<file path="config.mk">
export PLATFORM = sky130hd
export DESIGN_NAME = multicycle_sequencer
export DESIGN_NICKNAME = d
export VERILOG_FILES = /design/src/rtl/multicycle_sequencer.sv
export SDC_FILE = /design/constraint.sdc
export NUM_CORES = 1
export LEC_CHECK = 0
export CORE_ASPECT_RATIO = 1.4
export CORE_MARGIN = 2
export CORE_UTILIZATION = 33
export CTS_BUF_LIST = sky130_fd_sc_hd__clkbuf_8
export DETAILED_ROUTE_END_ITERATION = 7
export PLACE_DENSITY = 0.94
export SLEW_MARGIN = 20
export SYNTH_ARGS = -nofsm -noshare
export SYNTH_HDL_FRONTEND = slang
export SYNTH_SLANG_ARGS = --single-unit
</file>
<file path="constraint.sdc">
create_clock -name clk -period 1.3 [get_ports clk]
set_clock_uncertainty 0.2 [all_clocks]
set_input_delay 0.13 -clock clk [delete_from_list [all_inputs] [get_ports clk]]
set_output_delay 0.13 -clock clk [all_outputs]
set_load 0.005 [all_outputs]
</file>
<file path="src/rtl/multicycle_sequencer.sv">
// Multicycle FETCH/DECODE/EXEC/MEM/WB phase sequencer for the MIPS core.
// Optional performance counters are built when MULTICYCLE_SEQUENCER_PERF_CNT_EN is defined.
module multicycle_sequencer #(
    parameter int CNT_W = 32
) (
    input  logic             clk,
    input  logic             rst,
    input  logic [3:0]       exec_cmd,
    input  logic             mem_r_en,
    input  logic             mem_w_en,
    input  logic             wb_en,
    input  logic             is_imm,
    input  logic [1:0]       branch_type,
    input  logic             val1_zero,
    input  logic             vals_eq,
    input  logic             mem_ready,
    output logic [2:0]       state,
    output logic             ir_we,
    output logic             pc_we,
    output logic             pc_src,
    output logic [3:0]       alu_cmd,
    output logic             alu_b_imm,
    output logic             alu_out_we,
    output logic             mem_req,
    output logic             mem_we,
    output logic             rf_we,
    output logic             wb_sel_mem,
    output logic             instr_done,
    output logic [CNT_W-1:0] retired_cnt,
    output logic [CNT_W-1:0] stall_cnt
);

    typedef enum logic [2:0] {
        FETCH  = 3'd0,
        DECODE = 3'd1,
        EXEC   = 3'd2,
        MEM    = 3'd3,
        WB     = 3'd4
    } state_t;

    state_t     state_q, state_d;
    logic [3:0] cmd_q;
    logic       rd_q, wr_q, wb_q, imm_q;
    logic [1:0] bt_q;
    logic       taken;

    always_ff @(posedge clk) begin
        if (rst) begin
            state_q <= FETCH;
            cmd_q   <= 4'd0;
            rd_q    <= 1'b0;
            wr_q    <= 1'b0;
            wb_q    <= 1'b0;
            imm_q   <= 1'b0;
            bt_q    <= 2'd0;
        end else begin
            state_q <= state_d;
            if (state_q == DECODE) begin
                cmd_q <= exec_cmd;
                rd_q  <= mem_r_en;
                wr_q  <= mem_w_en;
                wb_q  <= wb_en;
                imm_q <= is_imm;
                bt_q  <= branch_type;
            end
        end
    end

    // Memory handshake: mem_req stays high until the cycle mem_ready=1, which completes it.
    always_comb begin
        state_d    = state_q;
        ir_we      = 1'b0;
        pc_we      = 1'b0;
        pc_src     = 1'b0;
        alu_out_we = 1'b0;
        mem_req    = 1'b0;
        mem_we     = 1'b0;
        rf_we      = 1'b0;
        wb_sel_mem = 1'b0;
        instr_done = 1'b0;
        taken      = (bt_q == 2'b01 && val1_zero) || (bt_q == 2'b10 && !vals_eq) ||
                     (bt_q == 2'b11);
        case (state_q)
            FETCH: begin
                mem_req = 1'b1;
                if (mem_ready) begin
                    ir_we   = 1'b1;
                    pc_we   = 1'b1;
                    state_d = DECODE;
                end
            end
            DECODE: state_d = EXEC;
            EXEC: begin
                alu_out_we = 1'b1;
                if (taken) begin
                    pc_we  = 1'b1;
                    pc_src = 1'b1;
                end
                if (rd_q || wr_q) begin
                    state_d = MEM;
                end else if (wb_q) begin
                    state_d = WB;
                end else begin
                    state_d    = FETCH;
                    instr_done = 1'b1;
                end
            end
            MEM: begin
                // A request flagged as both load and store is performed as a load.
                mem_req = 1'b1;
                mem_we  = wr_q & ~rd_q;
                if (mem_ready) begin
                    if (rd_q) begin
                        state_d = WB;
                    end else begin
                        state_d    = FETCH;
                        instr_done = 1'b1;
                    end
                end
            end
            WB: begin
                rf_we      = 1'b1;
                wb_sel_mem = rd_q;
                instr_done = 1'b1;
                state_d    = FETCH;
            end
            default: state_d = FETCH;
        endcase
        if (rst) begin
            state_d    = FETCH;
            ir_we      = 1'b0;
            pc_we      = 1'b0;
            pc_src     = 1'b0;
            alu_out_we = 1'b0;
            mem_req    = 1'b0;
            mem_we     = 1'b0;
            rf_we      = 1'b0;
            wb_sel_mem = 1'b0;
            instr_done = 1'b0;
        end
    end

    assign state     = rst ? 3'd0 : state_q;
    assign alu_cmd   = rst ? 4'd0 : cmd_q;
    assign alu_b_imm = rst ? 1'b0 : imm_q;

`ifdef MULTICYCLE_SEQUENCER_PERF_CNT_EN
    logic [CNT_W-1:0] ret_q, stall_q;
    localparam logic [CNT_W-1:0] ONE = {{(CNT_W-1){1'b0}}, 1'b1};

    always_ff @(posedge clk) begin
        if (rst) begin
            ret_q   <= '0;
            stall_q <= '0;
        end else begin
            if (instr_done) ret_q <= ret_q + ONE;
            if (mem_req && !mem_ready) stall_q <= stall_q + ONE;
        end
    end

    assign retired_cnt = rst ? '0 : ret_q;
    assign stall_cnt   = rst ? '0 : stall_q;
`else
    assign retired_cnt = '0;
    assign stall_cnt   = '0;
`endif

endmodule

</file>
Word level (Yosys, flattened, before mapping)
Index checks and enable logic that the tools add are counted.

Mux-type cells: 33. Equality and inequality tests: 9. Bitwise operators: 2. Reduce and logical (&&, ||, !) cells: 9.

Operators with widths (count): 1-bit 2-to-1 mux (23); 3-bit 2-to-1 mux (6); 3-bit one-hot mux with 4 select lines (1); 3-bit by 2-bit equality test with 1-bit output (second input constant) (2); 2-bit equality test (second input constant) (2); 4-bit 2-to-1 mux (1); 2-bit inequality test (second input constant) (2); 3-bit by 1-bit equality test with 1-bit output (second input constant) (1); 3-bit equality test (second input constant) (1); 3-bit zero test (1); 1-bit logical OR (3); 1-bit one-hot mux with 3 select lines (1); 2-bit by 1-bit equality test with 1-bit output (second input constant) (1); 1-bit logical AND (2); 1-bit one-hot mux with 2 select lines (1); 2-bit AND reduction (1); 2-bit OR reduction (1); 1-bit AND (1); 1-bit zero test (1); 1-bit NOT (1).

Bits in registers: 13. Bits of input ports: 15. Word-level logic and storage cells: 60.

Longest topological paths before layout
Word-level depth: 7. Mapped depth: 4. Gate-level depth less buffers: 3.

Worst setup path before layout
No wires, ideal clock.

Path kind: reg2out. From: reg state_q[1]. To: out mem_we. Required time: 0.970 ns. Slack: 0.055 ns. Arrival time: 0.915 ns. Cell stages (with the launch flop): 4. Path buffers: 0. Cells stage by stage: dfxtp_1 nand2b_1 or2_4 nor3_2.

Cells in the longest elaborated chain, start to end: 3.

RTL lines: start: declaration (line 41) `state_t state_q, state_d;`; start signal: assignment (line 57) `state_q <= state_d;`; 3-bit by 2-bit equality test with 1-bit output (line 83) `case (state_q)`; 1-bit 2-to-1 mux (line 83); 1-bit 2-to-1 mux (line 129) `if (rst) begin`; end: declaration (line 25) `output logic mem_we,`.

Every way passes these cells.

Worst setup path after layout
From: reg state_q[2]. To: out mem_we.

Same word-level chain as after synthesis.

==> impl_summary.txt <==
----------------------------------------------------
[Min path]
  Worst Hold Launch ... rst
  Terminating pin of the worst hold path ... state_q[2]$_SDFFE_PP0P_
  Worst Hold Path Cells ... 3
  Class of the tightest hold or removal check ... in2reg

[Routing]
  Detailed-routing iteration count for the pre-antenna-repair pass ... 4
  Residual DRC ... 0
  Vias per cell ... 3.97
  Average detailed-routed wire length per instance ... 10.9 um
  Detailed Route WL ... 2590 um
  Final ANT Viol Nets ... 0
  Initial DRC count ... 33
  Routed vias ... 945

[Logic synthesis]
  Main area contributors after synthesis ... sky130_fd_sc_hd__buf_4 42%, sky130_fd_sc_hd__dfxtp_1 22%, sky130_fd_sc_hd__mux2i_1 8.6%, sky130_fd_sc_hd__nor2_1 5.2%, sky130_fd_sc_hd__nor2b_1 3.8%
  Seq cells post-synth ... 13
  Library cell with the highest instance count after synthesis ... sky130_fd_sc_hd__buf_4
  Top cell type by total area after synthesis ... sky130_fd_sc_hd__buf_4
  Cell area after technology mapping ... 1160 um^2
  Number of flops mapped to enable cells by yosys ... 0
  Yosys warning count ... 0
  Top-area cell type share of the netlist area ... 41.5%
  Synth top cells by count ... 64 x sky130_fd_sc_hd__buf_4, 16 x sky130_fd_sc_hd__nor2_1, 13 x sky130_fd_sc_hd__dfxtp_1, 10 x sky130_fd_sc_hd__mux2i_1, 7 x sky130_fd_sc_hd__nor2b_1
  Top flip-flop cell by instance count after synthesis ... sky130_fd_sc_hd__dfxtp_1
  Gate count after technology mapping ... 144
  Number of unique standard cell types used by synthesis ... 24
  Synth Area per Inst ... 8.04 um^2
  Seq/Total Area, Yosys ... 22.5%
  Share of flip-flops with an asynchronous set or reset after synthesis ... 0%

[Clock network]
  Deepest level of the CTS H-tree ... 1
  Number of sinks on the clock net ... 13
  Buffer cell driving the clock tree root ... sky130_fd_sc_hd__clkbuf_8
  CTS tree ... built
  Latest clock arrival within the worst-skew pair ... 0.24 ns
  Maximum clock insertion buffer count ... 2
  Number of hold buffers added after CTS ... 0
  Inserted Clock Buffers ... 3
  Clk pin slew, worst setup/hold paths ... 0.06 ns

[Run status]
  Failing checks ... setup timing
  Outcome ... complete, but fails checks

[Floorplanning]
  Die area ... 4000 um^2
  Vert. Die Dim ... 74.1 um
  Count of standard-cell rows ... 25
  Core footprint ... 3380 um^2
  Effective utilization at floorplan ... 34.3%
  Floorplan die width ... 54.1 um
  Num ports ... 96

[Finish]
  Area taken by flip-flops and latches ... 273 um^2
  Number of diodes ... 0
  Share of final-layout standard cells stronger than drive strength 1 ... 39.4%
  Final nets ... 214
  Number of fill cells ... 324
  Area grow syn2layout ... 39.0%
  Finished layout cell area ... 1610 um^2
  Area of the multi-input gates ... 758 um^2
  Final non-filler cell total ... 238

[Timing]
  RSZ-0062 raised after global routing ... true
  Hold Fails Final Rpt ... 0
  Number of pins with negative max-slew slack in the final report ... 0
  Final WS setup ... -0.307 ns
  Count of final setup violators ... 21
  Max Clk Rate ... 0.622 GHz
  Final critical-path share of the clock period ... 124%
  Final worst path period need ... 1.61 ns
  Final hold slack ... 0.163 ns

[Critical path]
  Nature of the critical path endpoint ... output port
  Highest fanout seen on the critical path ... 4
  Worst R2R End ... cmd_q[3]$_SDFFE_PP0P_
  Startpoint type of the worst setup path ... register
  Reg2Reg Setup Slack ... -0.28 ns
  Critical R2R Launch ... state_q[2]$_SDFFE_PP0P_
  Crit path required time ... 0.97 ns
  CP Class ... reg2out
  Arrival time at the worst endpoint ... 1.28 ns
  Number of cell instances on the worst register-to-register path ... 6

[Job]
  Max-cap viol count ... 0

[Pwr]
  Worst VDD drop ... 0.542 mV
  Pwr/cell area ... 709 nW/um^2
  Leak ... 0.000800 uW

[Global routing]
  Pin count of the biggest net entering global routing ... 12
  Antenna violations before repair ... 0
  Number of global-route vias before repair ... 907
  Global-route wire length before repair ... 3740 um
  Global routing usage summed across all routing layers ... 12.7%
  Total global routing overflow ... 0

[Place]
  Placed cells ... 227
  Count of buffers from port buffering ... 31
  HPWL after DPL ... 1800 um
  Post-Place Worst Slack ... -0.877 ns
  Final RePlAce weighted congestion ... 0.731
  Cell area after placement ... 1390 um^2

----------------------------------------------------
==> worst max-delay path by stage <==
stage	start	to	cells after the start
2_1_floorplan	state_q[1]$_SDFFE_PP0P_	mem_we	3
3_3_place_gp	mem_ready	instr_done	5
3_5_place_dp	mem_ready	instr_done	5
4_1_cts	state_q[2]$_SDFFE_PP0P_	mem_we	4
5_1_grt	state_q[2]$_SDFFE_PP0P_	mem_we	4
6_report	state_q[2]$_SDFFE_PP0P_	mem_we	4
==> kinds of logic (layout without fill, tap and decap cells) <==
logic type,Yosys count,after routing,share of synthesized area [%]
other,1,64,0.324
buffers and inverters,70,61,44.4
muxes,10,10,8.65
DFF,13,13,22.5
AOI/OAI and AO/OA,9,9,5.19
and+or+nand+nor,41,41,18.9
==> worst max-delay path, stage by stage (launching register included) <==
cell and delay (ns):
sky130_fd_sc_hd__dfxtp_2 0.34, sky130_fd_sc_hd__nand2b_4 0.15, sky130_fd_sc_hd__or2_4 0.26, sky130_fd_sc_hd__nor3_2 0.16, sky130_fd_sc_hd__buf_2 0.13
==> per-layer routing <==
metal  GRT usage (%)  part of all wire (%)  vias up
met4            5.28                   2.0        0
met5               0                     0        -
met3            2.81                   8.9        6
met1            11.6                    32      424
met2            25.3                    57       73
li1                -                     -      442
==> registers in the layout, indices dropped and copies added (netlist names) <==
name,flops
cmd_q,4
wr_q,1
rd_q,1
bt_q,2
state_q,3
imm_q,1
wb_q,1
==> report_power, final <==
part / switching, uW / internal (uW) / total (uW)
logic: 169 / 176 / 345
registers: 16.9 / 419 / 436
clock network: 149 / 211 / 360
total: 334 / 806 / 1140
==> layout make-up <==
cell class              count  share of cell area, %
clock inverters             1                  0.311
well taps                  40                   3.11
inverters                   2                  0.467
multi-input cells         124                   47.1
repair buffers             55                   29.5
flip-flops and latches     13                   17.0
clock buffers               3                   2.57
==> layout by cell type (no fill, tap or decap), types with 2 or more instances in the layout <==
master / n
sky130_fd_sc_hd__buf_6: 10
sky130_fd_sc_hd__mux2i_2: 2
sky130_fd_sc_hd__buf_4: 15
sky130_fd_sc_hd__clkbuf_8: 3
sky130_fd_sc_hd__dfxtp_4: 2
sky130_fd_sc_hd__clkdlybuf4s50_1: 12
sky130_fd_sc_hd__nor2b_4: 3
sky130_fd_sc_hd__nor2_1: 12
sky130_fd_sc_hd__nand2_1: 2
sky130_fd_sc_hd__a211oi_2: 2
sky130_fd_sc_hd__o21ai_2: 2
sky130_fd_sc_hd__dfxtp_1: 7
sky130_fd_sc_hd__nor2_2: 3
sky130_fd_sc_hd__buf_2: 11
sky130_fd_sc_hd__mux2i_1: 8
sky130_fd_sc_hd__conb_1: 64
sky130_fd_sc_hd__nor2b_1: 4
sky130_fd_sc_hd__nand2_2: 2
sky130_fd_sc_hd__dfxtp_2: 4
sky130_fd_sc_hd__dlygate4sd2_1: 5
sky130_fd_sc_hd__nor3_2: 3
sky130_fd_sc_hd__nand2b_4: 3
==> through the flow <==
step	power [uW]	util [%]	setup TNS [ns]
floorplan	720	-	0
global placement	708	41.1	-12.22
detailed placement	715	41.1	-13.24
CTS	1120	45.4	-4.46
global route	1220	47.6	-5.98
finish	1140	47.6	-4.59
==> timing repair <==
action                     CTS  global route
hold endpoints to repair     0             0
resized for setup           91            22
pin swaps                   13             5
setup buffers                8             2
setup endpoints to repair   29            28
No activity file was read; power rests on OpenSTA's default activity.
